### config.mk
export PLATFORM = sky130hd
export DESIGN_NAME = timer_irq_gen_flat
export DESIGN_NICKNAME = d
export VERILOG_FILES = /design/src/rtl/timer_irq_gen_if.sv /design/src/rtl/timer_irq_gen.sv /design/src/flat_wrapper.sv
export SDC_FILE = /design/constraint.sdc
export NUM_CORES = 1
export LEC_CHECK = 0
export BUFFER_PORTS_ARGS = -buffer_cell sky130_fd_sc_hd__buf_2
export CAP_MARGIN = 10
export CORE_UTILIZATION = 30
export CTS_BUF_LIST = sky130_fd_sc_hd__clkbuf_8
export DETAILED_ROUTE_END_ITERATION = 10
export GPL_TIMING_DRIVEN = 0
export HOLD_SLACK_MARGIN = 0.1
export PLACE_DENSITY = 0.56
export SYNTH_ARGS = -nofsm -noshare
export SYNTH_HDL_FRONTEND = slang
export SYNTH_SLANG_ARGS = --single-unit
### constraint.sdc
create_clock -name clk -period 4.37 [get_ports clk]
set_input_delay 0.437 -clock clk [delete_from_list [all_inputs] [get_ports clk]]
set_output_delay 0.437 -clock clk [all_outputs]
set_load 0.05 [all_outputs]
### src/rtl/timer_irq_gen_if.sv
//------------------------------------------------------------------------------
// Module   : timer_irq_gen_if
// Brief    : Data-bus slave port of the countdown timer (address/strobe/data).
// Revision : 1.0 - initial release
//------------------------------------------------------------------------------
`default_nettype none

interface timer_irq_gen_if;
  logic [31:0] addr;
  logic        we;
  logic [31:0] wdata;
  logic [31:0] rdata;

  modport master (output addr, output we, output wdata, input rdata);
  modport slave  (input addr, input we, input wdata, output rdata);
endinterface

`default_nettype wire

### src/rtl/timer_irq_gen.sv
//------------------------------------------------------------------------------
// Module   : timer_irq_gen
// Brief    : Memory-mapped countdown timer raising a level IRQ on expiry.
//            Optional prescaler enabled by macro TIMER_PRESCALE_EN.
// Revision : 1.0 - initial release
//------------------------------------------------------------------------------
`default_nettype none

module timer_irq_gen #(
  parameter int CNT_W = 32
) (
  input  wire logic          clk,
  input  wire logic          reset,
  timer_irq_gen_if.slave     bus,
  output logic               irq
);

  localparam logic [1:0] c_IDLE = 2'd0;
  localparam logic [1:0] c_LOAD = 2'd1;
  localparam logic [1:0] c_CNT  = 2'd2;
  localparam logic [1:0] c_INT  = 2'd3;

  logic [1:0]       r_state;
  logic [1:0]       w_next_state;
  logic             r_en;
  logic [1:0]       r_mode;
  logic             r_im;
  logic             r_pending;
  logic [CNT_W-1:0] r_preset;
  logic [CNT_W-1:0] r_count;

  logic             w_wr_ctrl;
  logic             w_wr_preset;
  logic             w_tick;
  logic             w_auto;
  logic             w_last;
  logic             w_load;
  logic             w_dec;
  logic             w_int;
  logic [7:0]       w_ps_rd;
  logic [31:0]      w_preset_rd;
  logic [31:0]      w_count_rd;
  logic             w_unused;

  assign w_wr_ctrl   = bus.we && (bus.addr[3:2] == 2'd0);
  assign w_wr_preset = bus.we && (bus.addr[3:2] == 2'd1);
  // MODE encodings 2 and 3 fall back to one-shot
  assign w_auto      = (r_mode == 2'd1);
  assign w_last      = (r_count <= CNT_W'(1));
  assign w_unused    = ^{bus.addr[31:4], bus.addr[1:0], bus.wdata};

`ifdef TIMER_PRESCALE_EN
  logic [7:0] r_prescale;
  logic [7:0] r_pscnt;

  assign w_tick  = (r_pscnt == r_prescale);
  assign w_ps_rd = r_prescale;

  always_ff @(posedge clk or negedge reset) begin
    if (!reset) begin
      r_prescale <= 8'h00;
      r_pscnt    <= 8'h00;
    end else begin
      if (w_wr_ctrl)
        r_prescale <= bus.wdata[15:8];
      if ((r_state != c_CNT) || w_tick)
        r_pscnt <= 8'h00;
      else
        r_pscnt <= r_pscnt + 8'h01;
    end
  end
`else
  assign w_tick  = 1'b1;
  assign w_ps_rd = 8'h00;
`endif

  // State register
  always_ff @(posedge clk or negedge reset) begin
    if (!reset)
      r_state <= c_IDLE;
    else
      r_state <= w_next_state;
  end

  // Next-state logic
  always_comb begin
    w_next_state = r_state;
    case (r_state)
      c_IDLE: if (r_en) w_next_state = c_LOAD;
      c_LOAD: w_next_state = c_CNT;
      c_CNT: begin
        if (!r_en)
          w_next_state = c_IDLE;
        else if (w_tick && w_last)
          w_next_state = c_INT;
      end
      c_INT:  w_next_state = w_auto ? c_LOAD : c_IDLE;
      default: w_next_state = c_IDLE;
    endcase
  end

  // State-decoded datapath controls
  always_comb begin
    w_load = 1'b0;
    w_dec  = 1'b0;
    w_int  = 1'b0;
    case (r_state)
      c_LOAD:  w_load = 1'b1;
      c_CNT:   w_dec  = r_en && w_tick;
      c_INT:   w_int  = 1'b1;
      default: ;
    endcase
  end

  always_ff @(posedge clk or negedge reset) begin
    if (!reset) begin
      r_en      <= 1'b0;
      r_mode    <= 2'd0;
      r_im      <= 1'b0;
      r_pending <= 1'b0;
      r_preset  <= '0;
      r_count   <= '0;
    end else begin
      // A CTRL write takes priority over the INT-state side effects
      if (w_wr_ctrl) begin
        r_en   <= bus.wdata[0];
        r_mode <= bus.wdata[2:1];
        r_im   <= bus.wdata[3];
      end else if (w_int && !w_auto) begin
        r_en   <= 1'b0;
      end

      // LOAD only follows INT in auto-reload, giving a one-cycle pending pulse
      if (w_wr_ctrl)
        r_pending <= 1'b0;
      else if (w_int)
        r_pending <= 1'b1;
      else if (w_load)
        r_pending <= 1'b0;

      if (w_wr_preset)
        r_preset <= bus.wdata[CNT_W-1:0];

      if (w_load)
        r_count <= r_preset;
      else if (w_dec)
        r_count <= w_last ? '0 : (r_count - CNT_W'(1));
    end
  end

  generate
    if (CNT_W < 32) begin : g_ext_pad
      assign w_preset_rd = {{(32-CNT_W){1'b0}}, r_preset};
      assign w_count_rd  = {{(32-CNT_W){1'b0}}, r_count};
    end else begin : g_ext_full
      assign w_preset_rd = r_preset;
      assign w_count_rd  = r_count;
    end
  endgenerate

  always_comb begin
    bus.rdata = 32'h0;
    case (bus.addr[3:2])
      2'd0:    bus.rdata = {16'h0, w_ps_rd, 4'h0, r_im, r_mode, r_en};
      2'd1:    bus.rdata = w_preset_rd;
      2'd2:    bus.rdata = w_count_rd;
      default: bus.rdata = 32'h0;
    endcase
  end

  assign irq = r_pending & r_im;

endmodule

`default_nettype wire
### src/flat_wrapper.sv
// flat-port wrapper written by rule: the top's interface ports become plain ports
module timer_irq_gen_flat 
#(
  parameter int CNT_W = 32
)
  (clk, reset, irq, bus_addr, bus_we, bus_wdata, bus_rdata);
  timer_irq_gen_if bus_i ();
  input  wire logic clk;
  input  wire logic reset;
  output logic irq;
  input wire logic [$bits(bus_i.addr)-1:0] bus_addr;
  input wire logic [$bits(bus_i.we)-1:0] bus_we;
  input wire logic [$bits(bus_i.wdata)-1:0] bus_wdata;
  output wire logic [$bits(bus_i.rdata)-1:0] bus_rdata;
  assign bus_i.addr = bus_addr;
  assign bus_i.we = bus_we;
  assign bus_i.wdata = bus_wdata;
  assign bus_rdata = bus_i.rdata;
  timer_irq_gen #(.CNT_W(CNT_W)) u_core (.clk(clk), .reset(reset), .bus(bus_i), .irq(irq));
endmodule
==> impl_metrics.tcl, run 1 <==
set metrics [dict create \
    drc 0 \
    post_cts_resized 0 \
    place.gp.congestion 0.893 \
    crit_end "bus_rdata[11]" \
    critPathCaptureType "output port" \
    status "finished clean" \
    synth_fp_nets 449 \
    drive_above_1_share_pct 31.0 \
    fmax_mhz 338 \
    yosys_warnings 0 \
    place_ws_ns 1.41 \
    synth.cell_area_mm2 0.00394 \
    ant_nets 0 \
    std_cell_rows 41 \
    final_max_slew_viol_count 0 \
    antenna_found_initial 0 \
    slew_headroom_pct 47.8 \
    critPathSlowestCell "buf_1" \
    path_common_cell "clkbuf_1" \
    cts.sinks 71 \
    finalSetupViolCount 0 \
    reg2regPathDepth 8 \
    syn_to_final_growth_pct 20.5 \
    ys.flop_type "dfrtp_1" \
    setup_ws_ns 1.41 \
    p_leak_nw 2.02 \
    placedInstanceArea_mm2 0.00453 \
    required_ns 3.93 \
    grt_pass1_wl_mm 17.9 \
    crit_path_max_incr_delay_ns 0.56 \
    synth-seq-area-share_pct 45.1 \
    drt-initial-drc-count 172 \
    clock_insertion_delay_worst_skew_ns 0.36 \
    clk_pin_slew_ns 0.08 \
    ys_ff_latch 71 \
    period_minus_slack_ns 2.96 \
    vdd_drop_max_mv 0.205 \
    arrival_ns 2.52 \
    stdcell_area_mm2 0.00475 \
    dieArea_mm2 0.0136 \
    die_y_um 117 \
    cts_buffers 9 \
    grt_max_degree 49 \
    synth_edf_count 0 \
    insertedDiodeCount 0 \
    r2r-start "u_core.r_count[1]" \
    fin_cells 637 \
    port_buffers 68 \
    r2r_slack_ns 1.67 \
    vias 3278 \
    hp-class "input port to flop" \
    grtUsageTotal_pct 17.6 \
    clockBufferDepth 2 \
    holdWs_ns 0.291 \
    dp_cells 621 \
    setup.worst_path.start "bus_addr[3]" \
    start_util_pct 31.0 \
    dp_hpwl_mm 8.07 \
    worstSetupPathType "input port to output port" \
    synth-async-reset-ratio_pct 100 \
    grt_pass1_vias 3398 \
    fin_skew_ns 0.00928 \
    power.total_mw 2.93 \
    power_density_mw_per_mm2 617 \
    avgSynthCellArea_um2 10.4 \
    post_cts_buffers 0 \
    hold_depth 3 \
    ys_types 55 \
    finalSetupTns_ns 0 \
    critical_path_peak_fanout 10 \
    io_pins 100 \
    htreeDepth 3 \
    clockRootBuffer "clkbuf_8" \
    timing.rr.end "u_core.r_count[20]" \
    wl_per_cell_um 17.5 \
    overflow 0 \
    wl_mm 11.2 \
    drv_cap 0 \
    crit_path_start_kind "input port" \
    die_w_um 117 \
    crit_chain "clkbuf_1 -> nor2b_1 -> clkbuf_1 -> buf_1 -> a22o_1 -> buf_2" \
    hold_viol 0 \
    core_area_mm2 0.0127 \
    synth_cells 380 \
    finalCritPeriodShare_pct 67.7 \
    rsz0062_at_grt "false" \
    drt_pass1_iterations 4 \
    via_per_inst 5.15 \
    final_util_pct 37.3 \
    final_nets 530 \
    cts_tree "yes" \
    tightest_slew_ns 0.781 \
]
-- repair_timing --
| item | in CTS | in global routing |
|---|---|---|
| hold endpoints to repair | 23 | 0 |
| hold buffers | 1 | 0 |
| setup endpoints to repair | 0 | 0 |
-- how the worst min path moves through the flow --
| stage | from | to | slack (ns) |
|---|---|---|---|
| floorplan | reset | u_core.r_count[0] | 0.14 |
| global placement | u_core.r_preset[15] | u_core.r_count[15] | 0.49 |
| detailed placement | reset | u_core.r_preset[1] | 0.37 |
| CTS | bus_wdata[0] | u_core.r_en | 0.28 |
| global route | bus_wdata[22] | u_core.r_preset[22] | 0.29 |
| finish | bus_wdata[0] | u_core.r_en | 0.29 |
-- cells in the final DEF, fill, tap and decap left out, types with 3 or more instances in the layout --
cell type,netlist,final
a21oi_1,4,4
a22o_1,28,28
a22oi_1,9,9
a31oi_1,3,3
and3_1,3,3
buf_2,2,69
clkbuf_1,19,19
clkbuf_8,0,10
dfrtp_1,71,71
inv_1,8,9
mux2_2,35,35
mux2i_1,4,4
nand2_1,38,38
nand2b_1,3,3
nand3_1,15,15
nand3b_1,4,4
nand4_1,9,9
nand4b_1,3,3
nor2_1,14,14
nor2b_1,4,4
nor3_1,10,10
nor4_1,5,5
o21ai_0,17,17
o21ai_1,4,4
o21ai_2,10,10
or4_1,4,4
xnor2_1,6,6
xor2_1,12,12
-- layout make-up --
class	instances	area, um^2
Multi-Input combinational cell	275	2020
Inverter	9	33.8
Fill cell	1358	7980
Buffer	25	114
Clock buffer	10	138
Tap cell	172	215
Clock inverter	5	73.8
Timing Repair Buffer	70	380
Sequential cell	71	1780
-- registers in the layout, summed over array words and instances (netlist names) --
signal / count
u_core.r_state: 2
u_core.r_pending: 1
u_core.r_count: 32
u_core.r_im: 1
u_core.r_preset: 32
u_core.r_en: 1
u_core.r_mode: 2
-- power by group --
| part | leakage, nW | switching (mW) | internal [mW] |
|---|---|---|---|
| clock | 0.113 | 0.253 | 0.330 |
| combinational | 1.04 | 0.784 | 0.441 |
| sequential | 0.863 | 0.250 | 0.869 |
-- synth_stat cells (all sizes together) (2+ instances only) --
cell type / count / area [um^2]
nor2b: 4 / 25.0
mux2: 35 / 394
nand4: 9 / 56.3
ha: 2 / 25.0
nand3b: 4 / 30.0
or3: 2 / 12.5
buf: 5 / 37.5
and2: 2 / 12.5
a41oi: 2 / 25.0
xnor2: 6 / 52.6
nand3: 16 / 85.1
or4: 5 / 41.3
nor2: 15 / 63.8
clkbuf: 20 / 76.3
a31oi: 3 / 18.8
o311ai: 2 / 17.5
dfrtp: 71 / 1780
a22o: 28 / 245
nand2: 38 / 143
mux2i: 4 / 40.0
a21oi: 4 / 20.0
and3: 3 / 18.8
nand2b: 3 / 18.8
nor4: 8 / 86.3
xor2: 12 / 105
nor3b: 2 / 15.0
a22oi: 9 / 67.6
o21ai: 32 / 209
nand4b: 3 / 26.3
nor3: 10 / 50.1
inv: 9 / 33.8
a32oi: 2 / 17.5
-- worst max-delay path, delay by kind of cell --
| family | cells | cell delay (ns) |
|---|---|---|
| and+or+nand+nor | 1 | 0.19 |
| AOI/OAI and AO/OA | 1 | 0.25 |
| buffers and inverters | 4 | 1.63 |
-- per-layer routing --
metal | vias to the layer above | GRT usage, % | share of wire [%]
met5 | - | 0 | 0
met1 | 1604 | 23.7 | 47
met3 | 16 | 4.10 | 5.4
met4 | 0 | 6.33 | 1.5
met2 | 89 | 27.7 | 46
li1 | 1569 | - | -
-- logic make-up (layout without fill, tap and decap cells) --
group	after synthesis	count (layout)	synth area share, %
xor gates and xnor gates	18	18	4.00
adders and majority gates	2	2	0.635
muxes	39	39	11.0
and+or+nand+nor	129	129	18.4
AOI/OAI and AO/OA	87	87	17.1
buffers and inverters	34	119	3.75
DFF	71	71	45.1
Note: power is estimated with default switching activity, not from simulation.
==> inputs of run 2 (changes only) <==
- PLACE_DENSITY: 0.56 -> 0.58
- clock period: 4.37 -> 2.7 ns (I/O delays scaled with it)
==> run 2 against run 1 <==
- die area is the same
- critical path depth grew 3
- sequential power grew 62%
- clock power grew 71%
- first-iteration DRC count grew 7.0%
- total power grew 65%
- combinational power grew 65%
- critical path type is now flop to flop
- largest power group unchanged
- clock-buffer cell count grew 1
- via count grew 2.8%
- non-clock buffer count grew 2
- core utilization grew 0.42 points
- wire length grew 2.2%
==> impl_metrics.tcl, run 2 (synthesis gave the netlist of run 1 again) <==
set metrics [dict create \
    io_pins 100 \
    cp_num_buf_inv 3 \
    power_density_mw_per_mm2 1010 \
    power_switching_mw 2.14 \
    via_per_inst 5.26 \
    fin_skew_ns 0.0121 \
    final_util_pct 37.7 \
    cts_tree "yes" \
    syn_to_final_growth_pct 21.8 \
    drt-initial-drc-count 184 \
    cts_buffers 9 \
    largestRegisters "u_core.r_count x32, u_core.r_preset x32" \
    comb_power_share_pct 41.9 \
    path_depth 9 \
    die_y_um 117 \
    p_int_mw 2.70 \
    drive_above_1_share_pct 32.1 \
    clockBufferDepth 2 \
    dp_hpwl_mm 8.08 \
    p_leak_nw 2.04 \
    hp-class "input port to flop" \
    worstSetupPathType "flop to flop" \
    die_w_um 117 \
    clock_insertion_delay_worst_skew_ns 0.37 \
    finalSetupTns_ns 0 \
    vdd_drop_max_mv 0.305 \
    grtUsageTotal_pct 18.3 \
    overflow 0 \
    critPathCaptureType "flop" \
    fmax_mhz 391 \
    wl_per_cell_um 17.8 \
    finalSetupViolCount 0 \
    insertedDiodeCount 0 \
    drv_cap 0 \
    core_area_mm2 0.0127 \
    drt_pass1_iterations 5 \
    finalCritPeriodShare_pct 94.7 \
    switching_share_pct 44.3 \
    reg2regPathDepth 9 \
    dieArea_mm2 0.0136 \
    tightest_slew_ns 0.777 \
    layout_common_cells "71 x dfrtp_1, 69 x buf_2, 38 x nand2_1" \
    port_buffers 68 \
    power_frac_clock_pct 20.6 \
    wl_mm 11.4 \
    critical_path_peak_fanout 8 \
    clk_pin_slew_ns 0.08 \
    critPathSlowestCell "dfrtp_1" \
    start_util_pct 31.0 \
    crit_path_start_kind "flop" \
    arrival_ns 2.82 \
    ant_nets 0 \
    slew_headroom_pct 48.1 \
    antenna_found_initial 0 \
    htreeDepth 3 \
    drc 0 \
    period_minus_slack_ns 2.56 \
    crit_chain "inv_1 -> ha_1 -> or4b_1 -> clkbuf_1 -> a211oi_4 -> buf_4 -> nand4_1 -> xor2_1 -> o21ai_2" \
    sequentialPowerShare_pct 37.5 \
    clockRootBuffer "clkbuf_8" \
    hold_viol 0 \
    holdWs_ns 0.119 \
    cts.sinks 71 \
    layout_commonest_cell "dfrtp_1" \
    place.gp.congestion 0.902 \
    status "finished clean" \
    required_ns 2.96 \
    final_max_slew_viol_count 0 \
    path_delay_family "simple AND/OR/NAND/NOR gates" \
    fillers 1341 \
    crit_path_max_incr_delay_ns 0.50 \
    rsz0062_at_grt "false" \
    power.total_mw 4.84 \
    grt_pass1_wl_mm 18.4 \
    final_nets 532 \
    std_cell_rows 41 \
    vias 3369 \
    grt_max_degree 65 \
    hold_depth 3 \
    grt_pass1_vias 3445 \
]
[run 2: repair_timing]
action,CTS,global route
endpoints found under the hold margin,71,0
setup endpoints to repair,1,23
hold buffers,1,0
cloned,0,0
gates resized for setup,1,4
setup buffers,0,2
pin swaps,0,1
[run 2: through the flow]
stage	cells	area, um^2	setup WS [ns]
floorplan	380	3940	0.502
global placement	620	4500	0.00859
detailed placement	621	4530	0.0297
CTS	638	4770	0.0277
global route	640	4800	0.0488
finish	640	4800	0.143
[run 2: area by class of cell]
| type | count | area (um^2) | area share [%] |
|---|---|---|---|
| Buffer | 25 | 116 | 2.42 |
| Clock buffer | 11 | 151 | 3.15 |
| Timing Repair Buffer | 72 | 395 | 8.24 |
| Multi-Input combinational cell | 275 | 2030 | 42.3 |
| Sequential cell | 71 | 1780 | 37.0 |
| Tap cell | 172 | 215 | 4.48 |
| Clock inverter | 5 | 80.1 | 1.67 |
| Inverter | 9 | 33.8 | 0.704 |
[run 2: per-layer routing]
layer / wire length [um] / share of wire, % / up-vias / global-route usage [%]
li1: - / - / 1573 / -
met3: 803 / 7.0 / 16 / 5.81
met2: 5220 / 46 / 129 / 28.4
met1: 5140 / 45 / 1651 / 23.8
met5: 0 / 0 / - / 0
met4: 235 / 2.1 / 0 / 6.75
[run 2: worst register-to-register path, cell delays in order, from the launching register on]
cell	delay [ns]
dfrtp_1	0.50
inv_1	0.15
ha_1	0.25
or4b_1	0.46
clkbuf_1	0.23
a211oi_4	0.24
buf_4	0.20
nand4_1	0.14
xor2_1	0.22
o21ai_2	0.06
[run 2: power groups by stage]
| stage | combinational [mW] | clock, mW | sequential, mW |
|---|---|---|---|
| 6_report | 2.03 | 0.999 | 1.81 |
| 5_1_grt | 2.21 | 1.07 | 1.87 |
| 4_1_cts | 2.01 | 1.02 | 1.81 |
| 3_5_place_dp | 1.98 | 0 | 1.82 |
| 3_3_place_gp | 1.94 | 0 | 1.81 |
| 2_1_floorplan | 1.54 | 0 | 1.70 |
[run 2: path summary, 6_finish.rpt]
path	from	slack, ns	to
max	u_core.r_count[1]	0.14	u_core.r_count[20]
min	bus_wdata[0]	0.12	u_core.r_en
max reg2reg	u_core.r_count[1]	0.14	u_core.r_count[20]
min reg2reg	u_core.r_preset[15]	0.51	u_core.r_count[15]
max in group asynchronous	reset	1.89	u_core.r_count[12]
min in group asynchronous	reset	0.27	u_core.r_preset[1]
